--- config.mk ---
export PLATFORM = sky130hd
export DESIGN_NAME = eoc_monitor_flat
export DESIGN_NICKNAME = d
export VERILOG_FILES = /design/src/rtl/eoc_monitor_if.sv /design/src/rtl/eoc_monitor.sv /design/src/flat_wrapper.sv
export SDC_FILE = /design/constraint.sdc
export NUM_CORES = 1
export LEC_CHECK = 0
export BUFFER_PORTS_ARGS = -buffer_cell sky130_fd_sc_hd__buf_2
export CAP_MARGIN = 20
export CORE_UTILIZATION = 55
export DETAILED_ROUTE_END_ITERATION = 10
export GPL_TIMING_DRIVEN = 0
export PLACE_DENSITY = 0.92
export SLEW_MARGIN = 20
export SYNTH_ARGS = -nofsm -noshare
export SYNTH_HDL_FRONTEND = slang
export SYNTH_SLANG_ARGS = --single-unit
export TNS_END_PERCENT = 10
--- constraint.sdc ---
create_clock -name clk -period 3.3 [get_ports clk]
set_clock_uncertainty 0.05 [all_clocks]
set_input_delay 0.165 -clock clk [delete_from_list [all_inputs] [get_ports clk]]
set_output_delay 0.165 -clock clk [all_outputs]
set_load 0.005 [all_outputs]
--- src/rtl/eoc_monitor_if.sv ---
// Control/status bundle between a test harness (or FPGA status logic) and eoc_monitor.
// The harness side uses the master modport, the monitor the slave modport.
interface eoc_monitor_if #(
   parameter int NUM_CH    = 1,
   parameter int TIMEOUT_W = 32
);
   logic                 start_i;
   logic                 clear_i;
   logic [NUM_CH-1:0]    done_i;
   logic [NUM_CH-1:0]    pass_i;
   logic [TIMEOUT_W-1:0] timeout_cycles_i;
   logic                 busy_o;
   logic                 eoc_o;
   logic                 eoc_pulse_o;
   logic                 timeout_o;
   logic [7:0]           exit_code_o;
   logic [NUM_CH-1:0]    done_mask_o;
   logic [NUM_CH-1:0]    pass_mask_o;
   logic [TIMEOUT_W-1:0] cycle_count_o;

   modport master (
      output start_i, clear_i, done_i, pass_i, timeout_cycles_i,
      input  busy_o, eoc_o, eoc_pulse_o, timeout_o, exit_code_o,
             done_mask_o, pass_mask_o, cycle_count_o
   );

   modport slave (
      input  start_i, clear_i, done_i, pass_i, timeout_cycles_i,
      output busy_o, eoc_o, eoc_pulse_o, timeout_o, exit_code_o,
             done_mask_o, pass_mask_o, cycle_count_o
   );
endinterface

--- src/rtl/eoc_monitor.sv ---
// End-of-computation monitor: filters per-channel done/pass GPIO flags, runs a cycle
// watchdog and reports a PULPino-style exit code (0 pass, 1 fail, 8'hFF error/not finished).
module eoc_monitor #(
   parameter int NUM_CH        = 1,
   parameter int STABLE_CYCLES = 4,
   parameter int TIMEOUT_W     = 32
) (
   input  logic         clk,
   input  logic         rst,
   eoc_monitor_if.slave bus
);
   typedef enum logic [1:0] {IDLE, RUN, DONE, TIMEOUT} state_t;

   localparam logic [7:0] STABLE_LAST = 8'(STABLE_CYCLES - 1);

   state_t               state_reg;
   logic                 start_reg;
   logic                 start_prev_reg;
   logic [NUM_CH-1:0]    done_meta_reg;
   logic [NUM_CH-1:0]    done_sync_reg;
   logic [NUM_CH-1:0]    pass_meta_reg;
   logic [NUM_CH-1:0]    pass_sync_reg;
   logic [TIMEOUT_W-1:0] count_reg;
   logic                 busy_reg;
   logic                 eoc_reg;
   logic                 eoc_pulse_reg;
   logic                 timeout_reg;
   logic [7:0]           exit_code_reg;

   logic [NUM_CH-1:0]    done_mask;
   logic [NUM_CH-1:0]    pass_mask;
   logic                 start_edge;
   logic                 all_done;
   logic                 limit_hit;
   logic                 arm;
   logic                 go_done;
   logic                 go_timeout;
   logic                 run_hold;

   assign start_edge = start_reg & ~start_prev_reg;
   assign all_done   = &done_mask;
   assign limit_hit  = (bus.timeout_cycles_i != '0) && (count_reg >= bus.timeout_cycles_i);

   // Transition qualifiers in priority order: clear > start edge > completion > timeout.
   assign arm        = !bus.clear_i && start_edge && (state_reg != RUN);
   assign go_done    = !bus.clear_i && (state_reg == RUN) && all_done;
   assign go_timeout = !bus.clear_i && (state_reg == RUN) && !all_done && limit_hit;
   assign run_hold   = !bus.clear_i && (state_reg == RUN) && !all_done && !limit_hit;

   // start_reg/start_prev_reg reset high so a start_i already high at release is not an edge.
   always_ff @(posedge clk or posedge rst) begin
      if (rst) begin
         start_reg      <= 1'b1;
         start_prev_reg <= 1'b1;
         done_meta_reg  <= '0;
         done_sync_reg  <= '0;
         pass_meta_reg  <= '0;
         pass_sync_reg  <= '0;
      end else begin
         start_reg      <= bus.start_i;
         start_prev_reg <= start_reg;
         done_meta_reg  <= bus.done_i;
         done_sync_reg  <= done_meta_reg;
         pass_meta_reg  <= bus.pass_i;
         pass_sync_reg  <= pass_meta_reg;
      end
   end

   genvar gi;
   generate
      for (gi = 0; gi < NUM_CH; gi++) begin : g_ch
         logic [7:0] filt_reg;
         logic       done_acc_reg;
         logic       pass_acc_reg;

         // Filter counts consecutive synced highs; the accepted bit then freezes until re-arm.
         always_ff @(posedge clk or posedge rst) begin
            if (rst) begin
               filt_reg     <= '0;
               done_acc_reg <= 1'b0;
               pass_acc_reg <= 1'b0;
            end else if (bus.clear_i || arm) begin
               filt_reg     <= '0;
               done_acc_reg <= 1'b0;
               pass_acc_reg <= 1'b0;
            end else if (run_hold && !done_acc_reg && done_sync_reg[gi]) begin
               if (filt_reg == STABLE_LAST) begin
                  filt_reg     <= '0;
                  done_acc_reg <= 1'b1;
                  pass_acc_reg <= pass_sync_reg[gi];
               end else begin
                  filt_reg <= filt_reg + 8'd1;
               end
            end else begin
               filt_reg <= '0;
            end
         end

         assign done_mask[gi] = done_acc_reg;
         assign pass_mask[gi] = pass_acc_reg;
      end
   endgenerate

   always_ff @(posedge clk or posedge rst) begin
      if (rst) begin
         state_reg     <= IDLE;
         busy_reg      <= 1'b0;
         eoc_reg       <= 1'b0;
         eoc_pulse_reg <= 1'b0;
         timeout_reg   <= 1'b0;
         exit_code_reg <= 8'hFF;
         count_reg     <= '0;
      end else if (bus.clear_i) begin
         state_reg     <= IDLE;
         busy_reg      <= 1'b0;
         eoc_reg       <= 1'b0;
         eoc_pulse_reg <= 1'b0;
         timeout_reg   <= 1'b0;
         exit_code_reg <= 8'hFF;
         count_reg     <= '0;
      end else if (arm) begin
         state_reg     <= RUN;
         busy_reg      <= 1'b1;
         eoc_reg       <= 1'b0;
         eoc_pulse_reg <= 1'b0;
         timeout_reg   <= 1'b0;
         exit_code_reg <= 8'hFF;
         count_reg     <= '0;
      end else if (go_done) begin
         state_reg     <= DONE;
         busy_reg      <= 1'b0;
         eoc_reg       <= 1'b1;
         eoc_pulse_reg <= 1'b1;
         exit_code_reg <= (&pass_mask) ? 8'h00 : 8'h01;
      end else if (go_timeout) begin
         state_reg     <= TIMEOUT;
         busy_reg      <= 1'b0;
         eoc_reg       <= 1'b1;
         eoc_pulse_reg <= 1'b1;
         timeout_reg   <= 1'b1;
         exit_code_reg <= 8'hFF;
      end else begin
         eoc_pulse_reg <= 1'b0;
         // Saturate rather than wrap so a runaway run never looks short.
         if (run_hold && (count_reg != '1)) begin
            count_reg <= count_reg + 1'b1;
         end
      end
   end

   assign bus.busy_o        = busy_reg;
   assign bus.eoc_o         = eoc_reg;
   assign bus.eoc_pulse_o   = eoc_pulse_reg;
   assign bus.timeout_o     = timeout_reg;
   assign bus.exit_code_o   = exit_code_reg;
   assign bus.done_mask_o   = done_mask;
   assign bus.pass_mask_o   = pass_mask;
   assign bus.cycle_count_o = count_reg;
endmodule

--- src/flat_wrapper.sv ---
// flat-port wrapper written by rule: the top's interface ports become plain ports
module eoc_monitor_flat 
#(
   parameter int NUM_CH        = 1,
   parameter int STABLE_CYCLES = 4,
   parameter int TIMEOUT_W     = 32
)
  (clk, rst, bus_start_i, bus_clear_i, bus_done_i, bus_pass_i, bus_timeout_cycles_i, bus_busy_o, bus_eoc_o, bus_eoc_pulse_o, bus_timeout_o, bus_exit_code_o, bus_done_mask_o, bus_pass_mask_o, bus_cycle_count_o);
  eoc_monitor_if #(.NUM_CH(NUM_CH), .TIMEOUT_W(TIMEOUT_W)) bus_i ();
  input  logic clk;
  input  logic rst;
  input wire logic [$bits(bus_i.start_i)-1:0] bus_start_i;
  input wire logic [$bits(bus_i.clear_i)-1:0] bus_clear_i;
  input wire logic [$bits(bus_i.done_i)-1:0] bus_done_i;
  input wire logic [$bits(bus_i.pass_i)-1:0] bus_pass_i;
  input wire logic [$bits(bus_i.timeout_cycles_i)-1:0] bus_timeout_cycles_i;
  output wire logic [$bits(bus_i.busy_o)-1:0] bus_busy_o;
  output wire logic [$bits(bus_i.eoc_o)-1:0] bus_eoc_o;
  output wire logic [$bits(bus_i.eoc_pulse_o)-1:0] bus_eoc_pulse_o;
  output wire logic [$bits(bus_i.timeout_o)-1:0] bus_timeout_o;
  output wire logic [$bits(bus_i.exit_code_o)-1:0] bus_exit_code_o;
  output wire logic [$bits(bus_i.done_mask_o)-1:0] bus_done_mask_o;
  output wire logic [$bits(bus_i.pass_mask_o)-1:0] bus_pass_mask_o;
  output wire logic [$bits(bus_i.cycle_count_o)-1:0] bus_cycle_count_o;
  assign bus_i.start_i = bus_start_i;
  assign bus_i.clear_i = bus_clear_i;
  assign bus_i.done_i = bus_done_i;
  assign bus_i.pass_i = bus_pass_i;
  assign bus_i.timeout_cycles_i = bus_timeout_cycles_i;
  assign bus_busy_o = bus_i.busy_o;
  assign bus_eoc_o = bus_i.eoc_o;
  assign bus_eoc_pulse_o = bus_i.eoc_pulse_o;
  assign bus_timeout_o = bus_i.timeout_o;
  assign bus_exit_code_o = bus_i.exit_code_o;
  assign bus_done_mask_o = bus_i.done_mask_o;
  assign bus_pass_mask_o = bus_i.pass_mask_o;
  assign bus_cycle_count_o = bus_i.cycle_count_o;
  eoc_monitor #(.NUM_CH(NUM_CH), .STABLE_CYCLES(STABLE_CYCLES), .TIMEOUT_W(TIMEOUT_W)) u_core (.clk(clk), .rst(rst), .bus(bus_i));
endmodule
Word-level counts from Yosys, hierarchy flattened
Index checks and enable logic that the tools add are counted.
{"block": "totals", "regBits": 62, "in_bits": 38, "output_inout_bits": 46, "wordCells": 89}
{"block": "classes", "add_sub_neg": 2, "order_cmp": 1, "eq_ne": 6, "muxes": 38, "bitwise_logic": 2, "n_reduce_logical": 24}
{"cell": "32-bit two-way mux", "n": 5}
{"cell": "8-bit two-way mux", "n": 7}
{"cell": "32-bit by 1-bit adder with 32-bit output, second input constant", "n": 1}
{"cell": "32-bit greater-or-equal comparator", "n": 1}
{"cell": "32-bit inequality test, second input constant", "n": 1}
{"cell": "32-bit nonzero test", "n": 1}
{"cell": "1-bit two-way mux", "n": 22}
{"cell": "1-bit logical AND", "n": 11}
{"cell": "8-bit by 1-bit adder with 8-bit output, second input constant", "n": 1}
{"cell": "8-bit by 2-bit == test with 1-bit output, second input constant", "n": 1}
{"cell": "2-bit two-way mux", "n": 4}
{"cell": "3-bit by 2-bit inequality test with 1-bit output, second input constant", "n": 2}
{"cell": "3-bit nonzero test", "n": 2}
{"cell": "2-bit AND reduction", "n": 2}
{"cell": "2-bit nonzero test", "n": 2}
{"cell": "4-bit nonzero test", "n": 1}
{"cell": "1-bit zero test", "n": 3}
{"cell": "3-bit AND reduction", "n": 1}
{"cell": "2-bit by 1-bit == test with 1-bit output, second input constant", "n": 1}
{"cell": "2-bit by 1-bit inequality test with 1-bit output, second input constant", "n": 1}
{"cell": "1-bit bitwise AND", "n": 1}
{"cell": "1-bit logical OR", "n": 1}
{"cell": "1-bit inverter", "n": 1}

Longest topological paths before layout
Gate-level depths: netlist of the first run.
{"block": "logic_depth", "word_depth": 10, "ltp_mapped": 11, "mapped_depth_nobuf": 9}

Worst setup path after synthesis of the first run
OpenSTA, ideal clock, no wires.
{"block": "synth_path", "path_kind": "register -> register", "start": "reg u_core.count_reg[0], in the netlist u_core.bus.cycle_count_o[0]", "end": "reg u_core.count_reg[20], in the netlist u_core.bus.cycle_count_o[20]", "setup_time_ns": 0.120, "arrival_time_ns": 2.244, "required_ns": 3.130, "path_slack_ns": 0.886, "path_stages_with_launch": 11, "path_buffers": 1, "synth_period_minus_slack_ns": 2.414, "cell_sequence": "dfrtp_1 -> inv_1 -> ha_1 -> nand2b_1 -> a2111o_1 -> a21oi_1 -> o21ai_1 -> a211oi_2 -> buf_2 -> a31oi_1 -> a41o_1"}
{"block": "synth_via", "elab_chain_len": 7, "word_cells_on_any_way": 16, "classes_between": "add/sub (1); order compare (1); eq/ne (2); mux (5); reduce/logical (7)"}
{"item": "start: declaration", "line": "eoc_monitor.sv:23", "text": "logic [TIMEOUT_W-1:0] count_reg;"}
{"item": "start signal: assignment", "line": "eoc_monitor.sv:146", "text": "count_reg <= count_reg + 1'b1;"}
{"item": "branches (longest 7 deep; another with 32-bit by 1-bit adder with 32-bit output)"}
Parallel ways; which one is timed is not known. The select of a mux whose other input is x is not followed.
A chain may end at the register's enable or synchronous reset.

Worst setup path in the final report of the first run
{"block": "layout_path", "start": "reg u_core.count_reg[0], in the netlist u_core.bus.cycle_count_o[0]", "end": "reg u_core.count_reg[8], in the netlist u_core.bus.cycle_count_o[8]"}
Same word-level chain as after synthesis.

==> results.sh, run 1 <==
export IMPL_yosys_warning_total=0
export IMPL_report_final_slew_viol_count=0
export IMPL_overflow=0
export IMPL_hold_start="bus_clear_i"
export IMPL_slew_at_the_pin_closest_to_its_max_slew_limit_ns=0.719
export IMPL_mappedNetlistNets=512
export IMPL_syn_inst=440
export IMPL_max_clock_path_buffers=2
export IMPL_grt_start_max_net_pins=31
export IMPL_grt_setup_unrepaired="no"
export IMPL_power_switching_fraction_pct=27.3
export IMPL_setup_viol=0
export IMPL_global_route_usage_total_pct=28.9
export IMPL_drt_wirelength_per_cell_um=16.1
export IMPL_post_route_drc_count=10
export IMPL_crit_path_capture_type="register"
export IMPL_detail_route_vias_per_cell=6.04
export IMPL_multi_input_comb_area_mm2=0.00204
export IMPL_top_cell_type_s_share_of_synthesized_area_pct=34.5
export IMPL_critical_path_max_stage_delay_ns=0.49
export IMPL_synth_edf_count=0
export IMPL_synth_cell_types=46
export IMPL_postCtsResizedCells=0
export IMPL_intPower_w=0.000886
export IMPL_timing_hold_worst_endpoint="u_core.state_reg[0]"
export IMPL_power_frac_clock_pct=31.9
export IMPL_p_comb_share_pct=11.8
export IMPL_postSynth_asyncResetShare_pct=100
export IMPL_diodes=0
export IMPL_criticalPathCategory="reg -> reg"
export IMPL_largest_reg_flops=32
export IMPL_sequentialPowerShare_pct=56.3
export IMPL_die_height_um=84.0
export IMPL_regToRegSetupSlack_ns=0.29
export IMPL_synth_top_cells_by_area="sky130_fd_sc_hd__dfrtp_1 35%, sky130_fd_sc_hd__ha_1 12%, sky130_fd_sc_hd__nand2_1 5.8%"
export IMPL_fmaxAchievable_mhz=332
export IMPL_leading_cell_type_in_the_layout_fill_and_taps_excluded="sky130_fd_sc_hd__buf_2"
export IMPL_die_width_um=84.0
export IMPL_final_period_utilization_pct=91.3
export IMPL_failing_checks="DRC"
export IMPL_synth_flop_cell="sky130_fd_sc_hd__dfrtp_1"
export IMPL_sequential_cell_area_mm2=0.00138
export IMPL_rows=29
export IMPL_highest_fanout_seen_on_the_critical_path=10
export IMPL_floorplan_core_area_mm2=0.00642
export IMPL_crit_arrival_ns=3.21
export IMPL_final_hold_slack_ns=0.136
export IMPL_normalized_max_slew_margin_pct=51.7
export IMPL_routabilityCongestion=0.856
export IMPL_setup_worst_path_start_class="register"
export IMPL_cpMaxStageDelayCell="sky130_fd_sc_hd__dfrtp_1"
export IMPL_clock_tree_from_tritoncts="done"
export IMPL_worstHoldPathCells=2
export IMPL_power_static_leakage_nw=2.33
export IMPL_cp_data_required_time_ns=3.50
export IMPL_finalHoldViolCount=0
export IMPL_place_port_buffers=82
export IMPL_worst_r2r_endpoint="u_core.bus.cycle_count_o[8]"
export IMPL_switching_power_w=0.000332
export IMPL_timing_critical_path_buf_inv=3
export IMPL_outcome="finished, violations left"
export IMPL_io_pins=84
export IMPL_hpwlAfterDp_mm=7.38
export IMPL_fin_tns_setup_ns=0
export IMPL_yosys_register_bits=55
export IMPL_vdd_ir_drop_worst_uv=287
export IMPL_postSynthAreaPerCell_um2=8.40
export IMPL_r2r_start="u_core.bus.cycle_count_o[0]"
export IMPL_timing_hold_worst_class="in -> reg"
export IMPL_clock_tree_root_cell="sky130_fd_sc_hd__clkbuf_8"
export IMPL_layout_area_overhead_vs_synth_pct=17.8
export IMPL_cts_reportedPaths_clkPinSlew_ns=0.11
export IMPL_detail_route_iter0_violations=389
export IMPL_finalWorstPathRequiredPeriod_ns=3.01
export IMPL_timing_critical_path_max_delay_family="compound AO/OA/AOI/OAI gates"
export IMPL_power_density_mw_per_mm2=280
export IMPL_post_route_cells_drive_above_1_share_pct=20.9
export IMPL_ctsHtreeMaxLevel=2
export IMPL_crit_path_cell_trace="inv_1, ha_1, nand2b_1, a2111o_1, a21oi_1, o21ai_1, a211oi_2, buf_4, buf_2, nand4_1, nand2_1"
export IMPL_clk_latency_ns=0.31
export IMPL_final_non_filler_cells=612
export IMPL_routed_via_count=3696
export IMPL_initial_core_util_pct=57.5
export IMPL_layout_cells_most_common_list="86 x sky130_fd_sc_hd__buf_2, 57 x sky130_fd_sc_hd__nand2_1, 51 x sky130_fd_sc_hd__dfrtp_1"
export IMPL_number_of_nets_at_the_end_of_the_flow=606
export IMPL_max_cap_violations=0
export IMPL_dpl_cell_count=600
export IMPL_first_pass_grt_wire_length_mm=16.2
export IMPL_floorplan_die_area_mm2=0.00705
export IMPL_synth_cell_area_mm2=0.00369
export IMPL_synth_area_leader_cell="sky130_fd_sc_hd__dfrtp_1"
export IMPL_clock_sinks=55
export IMPL_seq_area_frac_synth_pct=37.4
export IMPL_final_fill_count=499
export IMPL_timing_reg2reg_worst_path_depth=11
export IMPL_detail_route_first_pass_iterations=8
export IMPL_drt_wl_total_mm=9.82
export IMPL_cts_buffers=5
export IMPL_grt_pass1_vias=3514
export IMPL_drt_antenna_violating_nets=0
export IMPL_initial_antenna_violation_count=0
-- cell families after synthesis --
logic type,after synthesis,share of synthesized area (%)
adder cells (fa/ha/maj),34,11.5
multiplexers,6,1.63
flip-flops,55,37.4
AND/OR/NAND/NOR,191,25.1
XOR/XNOR,7,1.66
AO/OA/AOI/OAI,85,15.4
buffers and inverters,62,7.35
-- layout make-up --
cell class,instances,share of cell area [%]
multi-input cells,323,46.9
flip-flops and latches,55,31.7
repair buffers,87,10.8
inverters,42,3.62
plain buffers,20,2.62
well taps,77,2.21
clock buffers,5,1.58
clock inverters,3,0.517
-- metrics by stage --
| stage | power, W | setup WS [ns] | cell area (um2) | utilization, % |
|---|---|---|---|---|
| 2_1_floorplan | 0.000775 | 0.886 | 3690 | - |
| 3_3_place_gp | 0.000827 | 0.451 | 4200 | 65.4 |
| 3_5_place_dp | 0.000837 | 0.367 | 4220 | 65.7 |
| 4_1_cts | 0.00122 | 0.314 | 4350 | 67.8 |
| 5_1_grt | 0.00126 | 0.136 | 4350 | 67.8 |
| 6_report | 0.00122 | 0.288 | 4350 | 67.8 |
-- power groups by stage --
stage               Sequential (W)  Clock [W]  Combinational (W)
finish                    0.000685   0.000389           0.000144
global placement          0.000698          0           0.000129
global route              0.000686   0.000416           0.000161
CTS                       0.000685   0.000394           0.000143
floorplan                 0.000697          0          0.0000779
detailed placement        0.000698          0           0.000139
-- worst max-delay path by stage --
stage                                 from                           end  cells past startpoint
2_1_floorplan  u_core.bus.cycle_count_o[0]  u_core.bus.cycle_count_o[20]                     10
3_3_place_gp   u_core.bus.cycle_count_o[0]   u_core.bus.cycle_count_o[8]                     11
3_5_place_dp   u_core.bus.cycle_count_o[0]   u_core.bus.cycle_count_o[8]                     11
4_1_cts        u_core.bus.cycle_count_o[0]   u_core.bus.cycle_count_o[8]                     11
5_1_grt        u_core.bus.cycle_count_o[0]   u_core.bus.cycle_count_o[8]                     11
6_report       u_core.bus.cycle_count_o[0]   u_core.bus.cycle_count_o[8]                     11
-- Yosys cell counts (all sizes together), types with 11 or more instances --
library cell   n
nor4          12
nor2          49
dfrtp         51
nand2         58
ha            34
buf           12
nand4         17
a21oi         31
o21ai         11
inv           42
nand3         17
-- metal layers --
| metal | global-route usage (%) | wire length (um) | up-vias |
|---|---|---|---|
| li1 | - | - | 1749 |
| met1 | 37.4 | 4050 | 1739 |
| met2 | 49.2 | 4750 | 186 |
| met3 | 5.74 | 831 | 22 |
| met4 | 8.46 | 193 | 0 |
| met5 | 0 | 0 | - |
-- timing repair --
action / 4_1_cts / 5_1_grt
hold buffers: 4 / 0
endpoints found under the setup margin: 0 / 0
setup buffers: 0 / 0
endpoints found under the hold margin: 24 / 0
Power figures use the tool's default switching activity.
==> run 2, diff against run 1 <==
- CORE_UTILIZATION: 55 -> 51
- CTS_CLUSTER_DIAMETER: unset -> 120
- PLACE_DENSITY: 0.92 -> 0.87
==> results.sh, run 2 (same netlist as run 1, synthesis figures left out) <==
export IMPL_outcome="finished, final reports clean"
export IMPL_clock_sinks=55
export IMPL_power_frac_clock_pct=32.6
export IMPL_routabilityCongestion=0.893
export IMPL_overflow=0
export IMPL_cts_reportedPaths_clkPinSlew_ns=0.11
export IMPL_timing_hold_worst_class="in -> reg"
export IMPL_clk_latency_ns=0.32
export IMPL_initial_core_util_pct=53.5
export IMPL_detail_route_iter0_violations=391
export IMPL_worstHoldPathCells=2
export IMPL_max_clock_path_buffers=2
export IMPL_floorplan_die_area_mm2=0.00759
export IMPL_vdd_ir_drop_worst_uv=190
export IMPL_post_route_drc_count=0
export IMPL_floorplan_core_area_mm2=0.00691
export IMPL_power_switching_fraction_pct=27.6
export IMPL_postLayoutSetupSlackWorst_ns=0.423
export IMPL_final_fill_count=608
export IMPL_diodes=0
export IMPL_dpl_cell_count=618
export IMPL_final_non_filler_cells=630
export IMPL_total_power_w=0.00123
export IMPL_crit_path_capture_type="register"
export IMPL_detail_route_vias_per_cell=5.96
export IMPL_finalHoldViolCount=0
export IMPL_number_of_nets_at_the_end_of_the_flow=605
export IMPL_report_final_slew_viol_count=0
export IMPL_worst_r2r_endpoint="u_core.bus.cycle_count_o[20]"
export IMPL_global_route_usage_total_pct=27.2
export IMPL_io_pins=84
export IMPL_final_period_utilization_pct=87.2
export IMPL_post_route_cells_drive_above_1_share_pct=20.8
export IMPL_clock_tree_from_tritoncts="done"
export IMPL_crit_arrival_ns=3.04
export IMPL_die_width_um=87.1
export IMPL_criticalPathCategory="reg -> reg"
export IMPL_fmaxAchievable_mhz=348
export IMPL_timing_reg2reg_worst_path_depth=10
export IMPL_routed_via_count=3754
export IMPL_regToRegSetupSlack_ns=0.42
export IMPL_drt_antenna_violating_nets=0
export IMPL_final_hold_slack_ns=0.144
export IMPL_grt_pass1_vias=3449
export IMPL_drt_wirelength_per_cell_um=15.9
export IMPL_setup_viol=0
export IMPL_hold_start="bus_clear_i"
export IMPL_leading_cell_type_in_the_layout_fill_and_taps_excluded="sky130_fd_sc_hd__buf_2"
export IMPL_setup_worst_path_start_class="register"
export IMPL_normalized_max_slew_margin_pct=55.3
export IMPL_cp_data_required_time_ns=3.47
export IMPL_cts_buffers=5
export IMPL_clock_tree_root_cell="sky130_fd_sc_hd__clkbuf_8"
export IMPL_timing_hold_worst_endpoint="u_core.state_reg[0]"
export IMPL_grt_setup_unrepaired="no"
export IMPL_rows=30
export IMPL_r2r_start="u_core.bus.cycle_count_o[0]"
export IMPL_switching_power_w=0.000339
export IMPL_detail_route_first_pass_iterations=5
export IMPL_drt_wl_total_mm=10.0
export IMPL_fin_tns_setup_ns=0
export IMPL_layout_area_overhead_vs_synth_pct=18.2
export IMPL_hpwlAfterDp_mm=7.49
export IMPL_initial_antenna_violation_count=0
export IMPL_power_density_mw_per_mm2=281
export IMPL_largest_reg_flops=32
export IMPL_die_height_um=87.1
export IMPL_grt_start_max_net_pins=56
export IMPL_ctsHtreeMaxLevel=2
export IMPL_highest_fanout_seen_on_the_critical_path=10
export IMPL_slew_at_the_pin_closest_to_its_max_slew_limit_ns=0.670
export IMPL_layout_cells_most_common_list="86 x sky130_fd_sc_hd__buf_2, 57 x sky130_fd_sc_hd__nand2_1, 51 x sky130_fd_sc_hd__dfrtp_1"
export IMPL_finalWorstPathRequiredPeriod_ns=2.88
export IMPL_post_placement_worst_setup_slack_ns=0.450
export IMPL_first_pass_grt_wire_length_mm=15.9
export IMPL_power_static_leakage_nw=2.32
export IMPL_p_comb_share_pct=11.6
export IMPL_sequentialPowerShare_pct=55.8
export IMPL_intPower_w=0.000888
export IMPL_place_port_buffers=82
export IMPL_max_cap_violations=0
-- run 2: cell count changes in the layout (fill, tap and decap cells not counted), sizes merged --
cell,before,now
buf,95,94
-- run 2: worst max-delay path by stage --
stage	to	startpoint	slack, ns
after floorplan	u_core.bus.cycle_count_o[20]	u_core.bus.cycle_count_o[0]	0.89
after global placement	u_core.bus.cycle_count_o[8]	u_core.bus.cycle_count_o[0]	0.50
after detailed placement	u_core.bus.cycle_count_o[9]	u_core.bus.cycle_count_o[0]	0.45
after CTS	u_core.bus.cycle_count_o[20]	u_core.bus.cycle_count_o[0]	0.45
after global routing	u_core.bus.cycle_count_o[28]	u_core.bus.cycle_count_o[0]	0.29
final	u_core.bus.cycle_count_o[20]	u_core.bus.cycle_count_o[0]	0.42
-- run 2: layer usage --
metal  part of all wire, %  GRT usage [%]  vias to the layer above
met5                     0              0                        -
met4                   3.2           12.7                        0
met3                   7.3           3.60                       38
met2                    48           45.7                      219
met1                    41           34.8                     1760
li1                      -              -                     1737
-- run 2: per-stage QoR --
step	cell area [um2]	util, %
global route	4370	63.2
floorplan	3690	-
global placement	4230	61.2
CTS	4370	63.2
finish	4370	63.2
detailed placement	4230	61.2
-- run 2: timing repair --
| item | in CTS | in global routing |
|---|---|---|
| hold buffers | 4 | 0 |
| resized for setup | 0 | 0 |
| setup buffers | 0 | 0 |
| endpoints found under the setup margin | 0 | 0 |
| hold endpoints to repair | 54 | 0 |
-- run 2: critical path, stage by stage, from the launching register on --
cell and delay [ns]:
sky130_fd_sc_hd__dfrtp_1 0.48, sky130_fd_sc_hd__inv_1 0.07, sky130_fd_sc_hd__ha_1 0.28, sky130_fd_sc_hd__nand2b_1 0.15
sky130_fd_sc_hd__a2111o_1 0.42, sky130_fd_sc_hd__a21oi_1 0.19, sky130_fd_sc_hd__o21ai_1 0.16, sky130_fd_sc_hd__a211oi_2 0.29
sky130_fd_sc_hd__buf_2 0.32, sky130_fd_sc_hd__a31oi_1 0.14, sky130_fd_sc_hd__a41o_1 0.24
-- run 2: area by class of cell --
| cell class | instances | area, um2 | share of cell area, % |
|---|---|---|---|
| well taps | 96 | 120 | 2.75 |
| multi-input cells | 323 | 2040 | 46.8 |
| repair buffers | 86 | 450 | 10.3 |
| inverters | 42 | 160 | 3.67 |
| flip-flops and latches | 55 | 1380 | 31.6 |
| clock inverters | 3 | 28.8 | 0.659 |
| clock buffers | 5 | 68.8 | 1.58 |
| plain buffers | 20 | 114 | 2.61 |
-- run 2: power groups by stage --
stage	Clock [W]	Sequential (W)	Combinational, W
after detailed placement	0	0.000698	0.000137
after CTS	0.000407	0.000685	0.000141
final	0.000400	0.000685	0.000142
after floorplan	0	0.000697	0.0000779
after global routing	0.000432	0.000686	0.000157
after global placement	0	0.000698	0.000130
